**src/rtl/gcd_pkg.sv**
```systemverilog
// Shared definitions for the Euclid GCD engine: FSM encoding and sizing helper.
package gcd_pkg;

  typedef enum logic [1:0] {
    StIdle,
    StCheck,
    StMod,
    StDone
  } gcd_state_e;

  // Bits needed to hold the values 0..max_iter inclusive.
  function automatic int unsigned iter_width(input int unsigned max_iter);
    return $clog2(max_iter + 1);
  endfunction

endpackage

```
**src/rtl/modulo_seq.sv**
```systemverilog
// Restoring bit-serial remainder unit: rem_o = dividend_i mod divisor_i after exactly WIDTH cycles.
module modulo_seq #(
  parameter int unsigned WIDTH = 16
) (
  input  logic             clk,
  input  logic             rst_i,
  input  logic             start_i,
  input  logic             flush_i,
  input  logic [WIDTH-1:0] dividend_i,
  input  logic [WIDTH-1:0] divisor_i,
  output logic [WIDTH-1:0] rem_o,
  output logic             done_o
);

  localparam int unsigned CntW = $clog2(WIDTH);

  logic [WIDTH-1:0] r_rem;
  logic [WIDTH-1:0] r_bits;
  logic [WIDTH-1:0] r_div;
  logic [CntW-1:0]  r_cnt;
  logic             r_busy;
  logic             r_done;

  // One shift-subtract step; rem < div keeps the WIDTH+1 bit partial result in range.
  function automatic logic [WIDTH-1:0] rem_step(input logic [WIDTH-1:0] rem,
                                                input logic             bit_in,
                                                input logic [WIDTH-1:0] div);
    logic [WIDTH:0] t;
    t = {rem, bit_in};
    if (t >= {1'b0, div}) begin
      t = t - {1'b0, div};
    end
    return t[WIDTH-1:0];
  endfunction

  // The first step is folded into the start cycle so done lands exactly WIDTH cycles later.
  always_ff @(posedge clk or posedge rst_i) begin
    if (rst_i) begin
      r_rem  <= '0;
      r_bits <= '0;
      r_div  <= '0;
      r_cnt  <= '0;
      r_busy <= 1'b0;
      r_done <= 1'b0;
    end else begin
      r_done <= 1'b0;
      if (flush_i) begin
        r_rem  <= '0;
        r_bits <= '0;
        r_cnt  <= '0;
        r_busy <= 1'b0;
      end else if (start_i) begin
        r_rem  <= rem_step('0, dividend_i[WIDTH-1], divisor_i);
        r_bits <= dividend_i << 1;
        r_div  <= divisor_i;
        r_cnt  <= CntW'(WIDTH - 1);
        r_busy <= 1'b1;
      end else if (r_busy) begin
        r_rem  <= rem_step(r_rem, r_bits[WIDTH-1], r_div);
        r_bits <= r_bits << 1;
        r_cnt  <= r_cnt - CntW'(1);
        if (r_cnt == CntW'(1)) begin
          r_done <= 1'b1;
          r_busy <= 1'b0;
        end
      end
    end
  end

  assign rem_o  = r_rem;
  assign done_o = r_done;

endmodule

```
**src/rtl/gcd_engine.sv**
```systemverilog
// Self-sequenced Euclid GCD engine with start/ready/valid handshake, abort and iteration limit.
module gcd_engine
  import gcd_pkg::*;
#(
  parameter int unsigned WIDTH    = 16,
  parameter int unsigned MAX_ITER = 32,
  parameter int unsigned ITER_W   = iter_width(MAX_ITER)
) (
  input  logic              clk,
  input  logic              rst_i,
  input  logic              start_i,
  input  logic              abort_i,
  input  logic [WIDTH-1:0]  Zahl1_i,
  input  logic [WIDTH-1:0]  Zahl2_i,
  output logic              ready_o,
  output logic              valid_o,
  output logic [WIDTH-1:0]  ergebnis_o,
  output logic [ITER_W-1:0] iter_o,
  output logic              err_o
);

  localparam logic [ITER_W-1:0] MaxIter = ITER_W'(MAX_ITER);

  gcd_state_e r_state, w_state_next;

  logic [WIDTH-1:0]  r_a, r_b;
  logic [ITER_W-1:0] r_iter;
  logic              r_ready, r_valid, r_err;
  logic [WIDTH-1:0]  r_ergebnis;
  logic [ITER_W-1:0] r_iter_out;

  logic             w_accept;
  logic             w_mod_start, w_flush, w_step, w_load_out, w_abort;
  logic [WIDTH-1:0] w_mod_rem;
  logic             w_mod_done;

  assign w_accept = start_i & r_ready;

  modulo_seq #(
    .WIDTH(WIDTH)
  ) u_modulo_seq (
    .clk        (clk),
    .rst_i      (rst_i),
    .start_i    (w_mod_start),
    .flush_i    (w_flush),
    .dividend_i (r_a),
    .divisor_i  (r_b),
    .rem_o      (w_mod_rem),
    .done_o     (w_mod_done)
  );

  always_ff @(posedge clk or posedge rst_i) begin
    if (rst_i) begin
      r_state <= StIdle;
    end else begin
      r_state <= w_state_next;
    end
  end

  // DONE is entered with outputs not yet loaded; its first cycle publishes the result.
  always_comb begin
    w_state_next = r_state;
    w_mod_start  = 1'b0;
    w_flush      = 1'b0;
    w_step       = 1'b0;
    w_load_out   = 1'b0;
    w_abort      = 1'b0;
    unique case (r_state)
      StIdle: begin
        if (w_accept) w_state_next = StCheck;
      end
      StCheck: begin
        if (abort_i) begin
          w_flush      = 1'b1;
          w_abort      = 1'b1;
          w_state_next = StDone;
        end else if (r_b == '0 || r_iter == MaxIter) begin
          w_state_next = StDone;
        end else begin
          w_mod_start  = 1'b1;
          w_state_next = StMod;
        end
      end
      StMod: begin
        if (abort_i) begin
          w_flush      = 1'b1;
          w_abort      = 1'b1;
          w_state_next = StDone;
        end else if (w_mod_done) begin
          w_step       = 1'b1;
          w_state_next = StCheck;
        end
      end
      StDone: begin
        if (w_accept) begin
          w_state_next = StCheck;
        end else if (!r_valid) begin
          w_load_out = 1'b1;
        end
      end
      default: w_state_next = StIdle;
    endcase
  end

  always_ff @(posedge clk or posedge rst_i) begin
    if (rst_i) begin
      r_a        <= '0;
      r_b        <= '0;
      r_iter     <= '0;
      r_ready    <= 1'b1;
      r_valid    <= 1'b0;
      r_err      <= 1'b0;
      r_ergebnis <= '0;
      r_iter_out <= '0;
    end else begin
      if (w_accept) begin
        r_a        <= Zahl1_i;
        r_b        <= Zahl2_i;
        r_iter     <= '0;
        r_ready    <= 1'b0;
        r_valid    <= 1'b0;
        r_err      <= 1'b0;
        r_iter_out <= '0;
      end
      if (w_step) begin
        r_a    <= r_b;
        r_b    <= w_mod_rem;
        r_iter <= r_iter + ITER_W'(1);
      end
      // b != 0 here means the iteration limit stopped us; b == 0 errs only for gcd(0,0).
      if (w_load_out) begin
        r_ready    <= 1'b1;
        r_valid    <= 1'b1;
        r_ergebnis <= r_a;
        r_iter_out <= r_iter;
        r_err      <= (r_b != '0) || (r_a == '0);
      end
      if (w_abort) begin
        r_ready    <= 1'b1;
        r_valid    <= 1'b1;
        r_ergebnis <= '0;
        r_iter_out <= r_iter;
        r_err      <= 1'b1;
      end
    end
  end

  assign ready_o    = r_ready;
  assign valid_o    = r_valid;
  assign ergebnis_o = r_ergebnis;
  assign iter_o     = r_iter_out;
  assign err_o      = r_err;

endmodule

```
**config.mk**
```make
export PLATFORM = sky130hd
export DESIGN_NAME = gcd_engine
export DESIGN_NICKNAME = d
export VERILOG_FILES = /design/src/rtl/gcd_pkg.sv /design/src/rtl/modulo_seq.sv /design/src/rtl/gcd_engine.sv
export SDC_FILE = /design/constraint.sdc
export NUM_CORES = 1
export LEC_CHECK = 0
export BUFFER_PORTS_ARGS = -buffer_cell sky130_fd_sc_hd__buf_4
export CAP_MARGIN = 20
export CORE_MARGIN = 2
export CORE_UTILIZATION = 50
export CTS_CLUSTER_DIAMETER = 100
export CTS_CLUSTER_SIZE = 12
export DETAILED_ROUTE_END_ITERATION = 16
export GPL_ROUTABILITY_DRIVEN = 0
export PLACE_DENSITY = 0.73
export SYNTH_ARGS = -nofsm -noshare
export SYNTH_HDL_FRONTEND = slang
export SYNTH_HIERARCHICAL = 1
export SYNTH_SLANG_ARGS = --single-unit
```
**constraint.sdc**
```tcl
create_clock -name clk -period 2.9 [get_ports clk]
set_clock_uncertainty 0.1 [all_clocks]
set_input_delay 0.29 -clock clk [delete_from_list [all_inputs] [get_ports clk]]
set_output_delay 0.29 -clock clk [all_outputs]
set_load 0.01 [all_outputs]
```
== Word-level counts from Yosys, hierarchy flattened ==
Cells that the tools add are included.
Word-level totals
  bits of input ports: 36
  memories: 0
  register bits: 119
  RAM bits: 0
  bits in latches: 0
  bits in read-only memories: 0
Operators by class
  bitwise logic cells: 2
  divide/modulo/power cells: 0
  add/sub/neg operators: 4
  shifts and indexed selects: 0
  multiplexer cells: 51
  order comparisons: 2
  $mul: 0
  reductions and logical operators: 14
  equality and inequality tests: 7
Operator list (number)
  $mux 16: 14
  $logic_not 16->1: 2
  $mux 1: 26
  $mux 6: 4
  $ge 17x16->1: 1
  $ge 1x16->1: 1
  $reduce_bool 16->1: 1
  $sub 1x16->16: 1
  $sub 16x16->16: 1
  $mux 4: 3
  $add 6x1->6 const B: 1
  $eq 6x6->1 const B: 1
  $mux 2: 3
  $pmux 2 s3: 1
  $reduce_bool 3->1: 2
  $eq 2x2->1 const B: 2
  $eq 4x1->1 const B: 1
  $reduce_and 2->1: 2
  $reduce_bool 2->1: 2
  $reduce_or 2->1: 2
  $sub 4x1->4 const B: 1
  $ne 3x2->1 const B: 1
  $eq 2x1->1 const B: 1
  $logic_not 2->1: 1
  4 further kinds: 5

== Logic depth before layout (Yosys ltp) ==
  word-level depth: 7
  mapped depth: 12

== By module ==
Netlist, hierarchy kept.
Modules (own cells, without submodules)
  modulo_seq: cells each 414, area an instance 3608.5 um^2, instances 1
  gcd_engine: cells each 278, area an instance 3000.4 um^2, instances 1

== Worst setup path after synthesis ==
OpenSTA, ideal clock, no wires.
  kind: register to register
  start: register r_b[1]
  end: register u_modulo_seq.r_rem[11] (netlist: u_modulo_seq/rem_o[11])
  stages on the path, launching flop included: 13
  data arrival time: 2.396 ns
  clock period less this slack: 2.578 ns
  setup slack: 0.322 ns
  required time: 2.718 ns
  library setup time: 0.082 ns
  cells stage by stage: dfrtp_1 nor4_1 and4_1 a311oi_1 and2_1 buf_4 nor2b_1 buf_2 nand3_1 o32ai_2 a21boi_1 o41ai_1 a31oi_1
On the way
  cells in the longest elaborated chain, start to end: 7
RTL lines
  start: declaration: line gcd_engine.sv:26  | logic [WIDTH-1:0] r_a, r_b;
  start signal: assignment: line gcd_engine.sv:118  | r_b <= Zahl2_i;
  start signal: assignment: line gcd_engine.sv:127  | r_b <= w_mod_rem;
  $logic_not 16->1 *: line gcd_engine.sv:77  | end else if (r_b == '0 || r_iter == MaxIter) begin
  $logic_or 1x1->1 *: line gcd_engine.sv:77
  $mux 1 *: line gcd_engine.sv:77
  $mux 1 *: line gcd_engine.sv:73  | if (abort_i) begin
  $mux 1 *: line gcd_engine.sv:68  | unique case (r_state)
  net w_mod_start: line gcd_engine.sv:33  | logic w_mod_start, w_flush, w_step, w_load_out, w_abort;
  $mux 16: line modulo_seq.sv:52  | end else if (start_i) begin
  $mux 16: line modulo_seq.sv:47  | if (flush_i) begin
  end signal: assignment: line modulo_seq.sv:53  | r_rem <= rem_step('0, dividend_i[WIDTH-1], divisor_i);
  end signal: assignment: line modulo_seq.sv:59  | r_rem <= rem_step(r_rem, r_bits[WIDTH-1], r_div);
  end: declaration: line modulo_seq.sv:17  | logic [WIDTH-1:0] r_rem;
Mark *: on every way through the listed nets, which the timed path passes. The rest lies on a longest branch.
A chain may end at the register's enable or synchronous reset.

== Worst setup path in the final report ==
  start: register u_modulo_seq.r_rem[8] (netlist: u_modulo_seq/rem_o[8])
  end: register u_modulo_seq.r_rem[15] (netlist: u_modulo_seq/rem_o[15])
On the way
  cells in the longest elaborated chain, start to end: 5
RTL lines
  $sub 16x16->16 or $ge 17x16->1 (tied branches): line modulo_seq.sv:31, modulo_seq.sv:30
  $mux 16 *: line modulo_seq.sv:30  | if (t >= {1'b0, div}) begin
  $mux 16 *: line modulo_seq.sv:58  | end else if (r_busy) begin
  $mux 16 *: line modulo_seq.sv:52
  $mux 16 *: line modulo_seq.sv:47
Every way passes the cells marked *; elsewhere a longest branch is shown, timed or not. The select of a mux whose other input is x is not followed.

==> impl_metrics.json <==
{
  "cts_root_buffer": "clkbuf_16",
  "p_sw_mw": 4.63,
  "synth_cells": 692,
  "fp.dieArea_mm2": 0.0142,
  "viasPerCell": 6.03,
  "wl_per_cell_um": 18.9,
  "yosysWarnings": 6,
  "synthTopCellsByArea": "dfrtp_1 (44%), mux2i_1 (7.0%), o21ai_0 (6.4%), ha_1 (4.9%), nand2_1 (3.9%)",
  "final_cell_area_mm2": 0.00808,
  "seq_power_share_pct": 28.4,
  "finalNetCount": 839,
  "yosysMostFrequentCell": "dfrtp_1",
  "yosys_register_bits": 118,
  "crit_fanout": 12,
  "grt_start_max_net_pins": 46,
  "hold_end": "r_a[11]",
  "outcome": "complete, no violations",
  "grt_pass1_vias": 5702,
  "place_ws_ns": -0.0477,
  "grt_pass1_wl_um": 29400,
  "row_count": 42,
  "clk_path_buf_depth": 2,
  "syn_avg_cell_area_um2": 9.55,
  "reg2regPathDepth": 6,
  "setup_viol": 0,
  "clk-insertion-delay-late_ns": 0.42,
  "min_period_ns": 2.80,
  "ir_drop_uv": 609,
  "n_antenna_cell": 0,
  "rr_endpoint": "u_modulo_seq/rem_o[15]",
  "synth_commonest_cells": "dfrtp_1 (117), o21ai_0 (85), nand2_1 (69), nor2_1 (56), mux2i_1 (46)",
  "synth_ff_type": "dfrtp_1",
  "hold_violations": 0,
  "cp_cell_sequence": "ha_1, and4_1, nand4_2, o31ai_4, o221ai_1, a221o_1",
  "timing.rr.start": "u_modulo_seq/rem_o[8]",
  "regArea_mm2": 0.00295,
  "fin_tns_setup_ns": 0,
  "antenna_left": 0,
  "core_area_mm2": 0.0131,
  "fin_ws_ns": 0.103,
  "cp-end-kind": "flop",
  "combPwrFrac_pct": 51.3,
  "ctsHtreeMaxLevel": 4,
  "syn_to_final_growth_pct": 22.2,
  "min_from": "Zahl1_i[11]",
  "ys_seq_area_share_pct": 44.7,
  "dieWidth_um": 119,
  "fmax_mhz": 357,
  "async_flop_share_pct": 100,
  "max_cap_viol_count": 0,
  "maxSlewViolCount": 0,
  "slowest_delay_ns": 0.50,
  "leakagePower_nw": 3.79,
  "whs_path_depth": 3,
  "critPathSlowestCell": "o31ai_4",
  "vias": 5818,
  "clk_pin_slew_worst_paths_ns": 0.06,
  "drc": 0,
  "tightest_slew_ns": 0.777,
  "crit_arrival_ns": 2.99,
  "grt_usage_pct": 26.4,
  "yosysUniqueCellTypes": 79,
  "multi_input_area_mm2": 0.00335,
  "syn_area_mm2": 0.00661,
  "synth_top_area_share_pct": 44.3,
  "swShare_pct": 42.8,
  "clock-sinks": 118,
  "power_density_mw_per_mm2": 1340,
  "cp.required_ns": 3.09,
  "power.internal_mw": 6.18,
  "critPathKind": "flop to flop",
  "syn_nets": 755,
  "relSlewSlack_pct": 48.0,
  "dieHeight_um": 119,
  "clock_power_share_pct": 20.3,
  "start_util_pct": 50.5,
  "totalWireLength_um": 18200,
  "finalPower_mw": 10.8,
  "antenna_found_initial": 0,
  "yosysTopAreaCell": "dfrtp_1",
  "dpl.hpwl_um": 13000,
  "ios": 61,
  "cts_tree": "done",
  "startpoint": "u_modulo_seq/rem_o[8]",
  "drtPass1Iterations": 5,
  "hold_path_class": "input port to flop",
  "finalCritPeriodShare_pct": 96.5,
  "gr-total-overflow": 0,
  "critical_path.top_delay_family": "compound AO/OA/AOI/OAI gates",
  "r2r_slack_ns": 0.10,
  "cts_buffers": 17,
  "fill_cells": 1050,
  "post_dp_cell_area_mm2": 0.00737,
  "crit_buf_inv": 0,
  "synth_edf_count": 0,
  "drive_gt1_share_pct": 21.0,
  "rsz0062_at_grt": "yes",
  "drtIter0Drc": 575,
  "cp-start-kind": "flop",
  "io_buffers": 60
}
[stage by stage]
| step | util, % | instances | hold WS (ns) |
|---|---|---|---|
| global route | 61.7 | 965 | 0.0764 |
| CTS | 61.3 | 962 | 0.0612 |
| floorplan | - | 692 | 0.253 |
| finish | 61.7 | 965 | 0.0622 |
| global placement | 56.2 | 927 | 0.285 |
| detailed placement | 56.3 | 928 | 0.295 |
[worst max path at each step]
stage	endpoint	slack [ns]	cells past startpoint
2_1_floorplan	u_modulo_seq/rem_o[11]	0.32	12
3_3_place_gp	u_modulo_seq/rem_o[12]	0.002	11
3_5_place_dp	u_modulo_seq/rem_o[12]	-0.05	11
4_1_cts	u_modulo_seq/rem_o[12]	0.02	11
5_1_grt	u_modulo_seq/rem_o[15]	-0.005	6
6_report	u_modulo_seq/rem_o[15]	0.10	6
[flip-flops by register name, summed over array words and instances (netlist names)]
name and count:
r_b 16, ready_o 1, u_modulo_seq/r_cnt 4, valid_o 1, u_modulo_seq/rem_o 16, ergebnis_o 16
u_modulo_seq/r_div 16, r_iter 6, r_a 16, err_o 1, iter_o 6, u_modulo_seq/r_busy 1
u_modulo_seq/r_bits 15, r_state 2, u_modulo_seq/done_o 1
[logic make-up after synthesis]
kind of cell / after synthesis / share of synthesized area, %
AO/OA/AOI/OAI: 206 / 20.3
XOR/XNOR: 13 / 1.72
adder cells (fa/ha/maj): 27 / 5.23
buffers and inverters: 76 / 5.38
flip-flops: 118 / 44.7
multiplexers: 47 / 7.14
AND/OR/NAND/NOR: 205 / 15.6
[layer usage]
layer	global-route usage [%]	share of wire, %	vias to the layer above
met5	0	0	-
met4	10.6	3.0	0
met3	5.12	5.9	49
met2	45.2	50	254
met1	32.7	41	2842
li1	-	-	2673
[placed cells by master, fill, tap and decap left out, types with 4 or more instances in the layout]
master     netlist  final
nand3_1         24     23
a21o_1           4      4
clkinv_4         0      4
clkbuf_16        0     17
nor2_1          56     56
xnor2_1          6      6
a22o_1          18     18
ha_1            26     25
o21ai_0         85     84
and4_1           4      4
buf_4            2     97
o211ai_1         8      8
a21oi_1         35     35
inv_1           40     38
dfrtp_1        117    117
xor2_1           7      7
nand2_1         69     69
o21a_1           4      4
o31ai_1          4      4
nor4_1          13     12
nor3_1           6      6
mux2i_1         46     46
a31oi_1          9      9
[worst min-delay path, delay by kind of cell]
family          cells  cell delay [ns]
compound gates      1             0.13
buf+inv             1             0.08
mux                 1             0.05
[timing repair]
item,4_1_cts,5_1_grt
resized for setup,2,9
hold buffers,2,0
setup buffers,0,3
pin swaps,0,4
hold endpoints to repair,54,0
endpoints found under the setup margin,4,12
[layout make-up]
class	count	share of cell area, %
Clock buffer	19	5.61
Clock inverter	13	2.11
Inverter	40	1.86
Multi-Input combinational cell	498	41.4
Sequential cell	118	36.6
Tap cell	176	2.73
Timing Repair Buffer	101	9.69
[power groups by stage]
stage                     logic [mW]  registers, mW  clock network [mW]
after floorplan                 3.78           2.92                   0
after global placement          5.12           3.03                   0
after detailed placement        5.33           3.05                   0
after CTS                       5.41           3.04                2.21
after global routing            6.06           3.14                2.28
final                           5.54           3.07                2.19
Note: power is estimated with default switching activity, not from simulation.
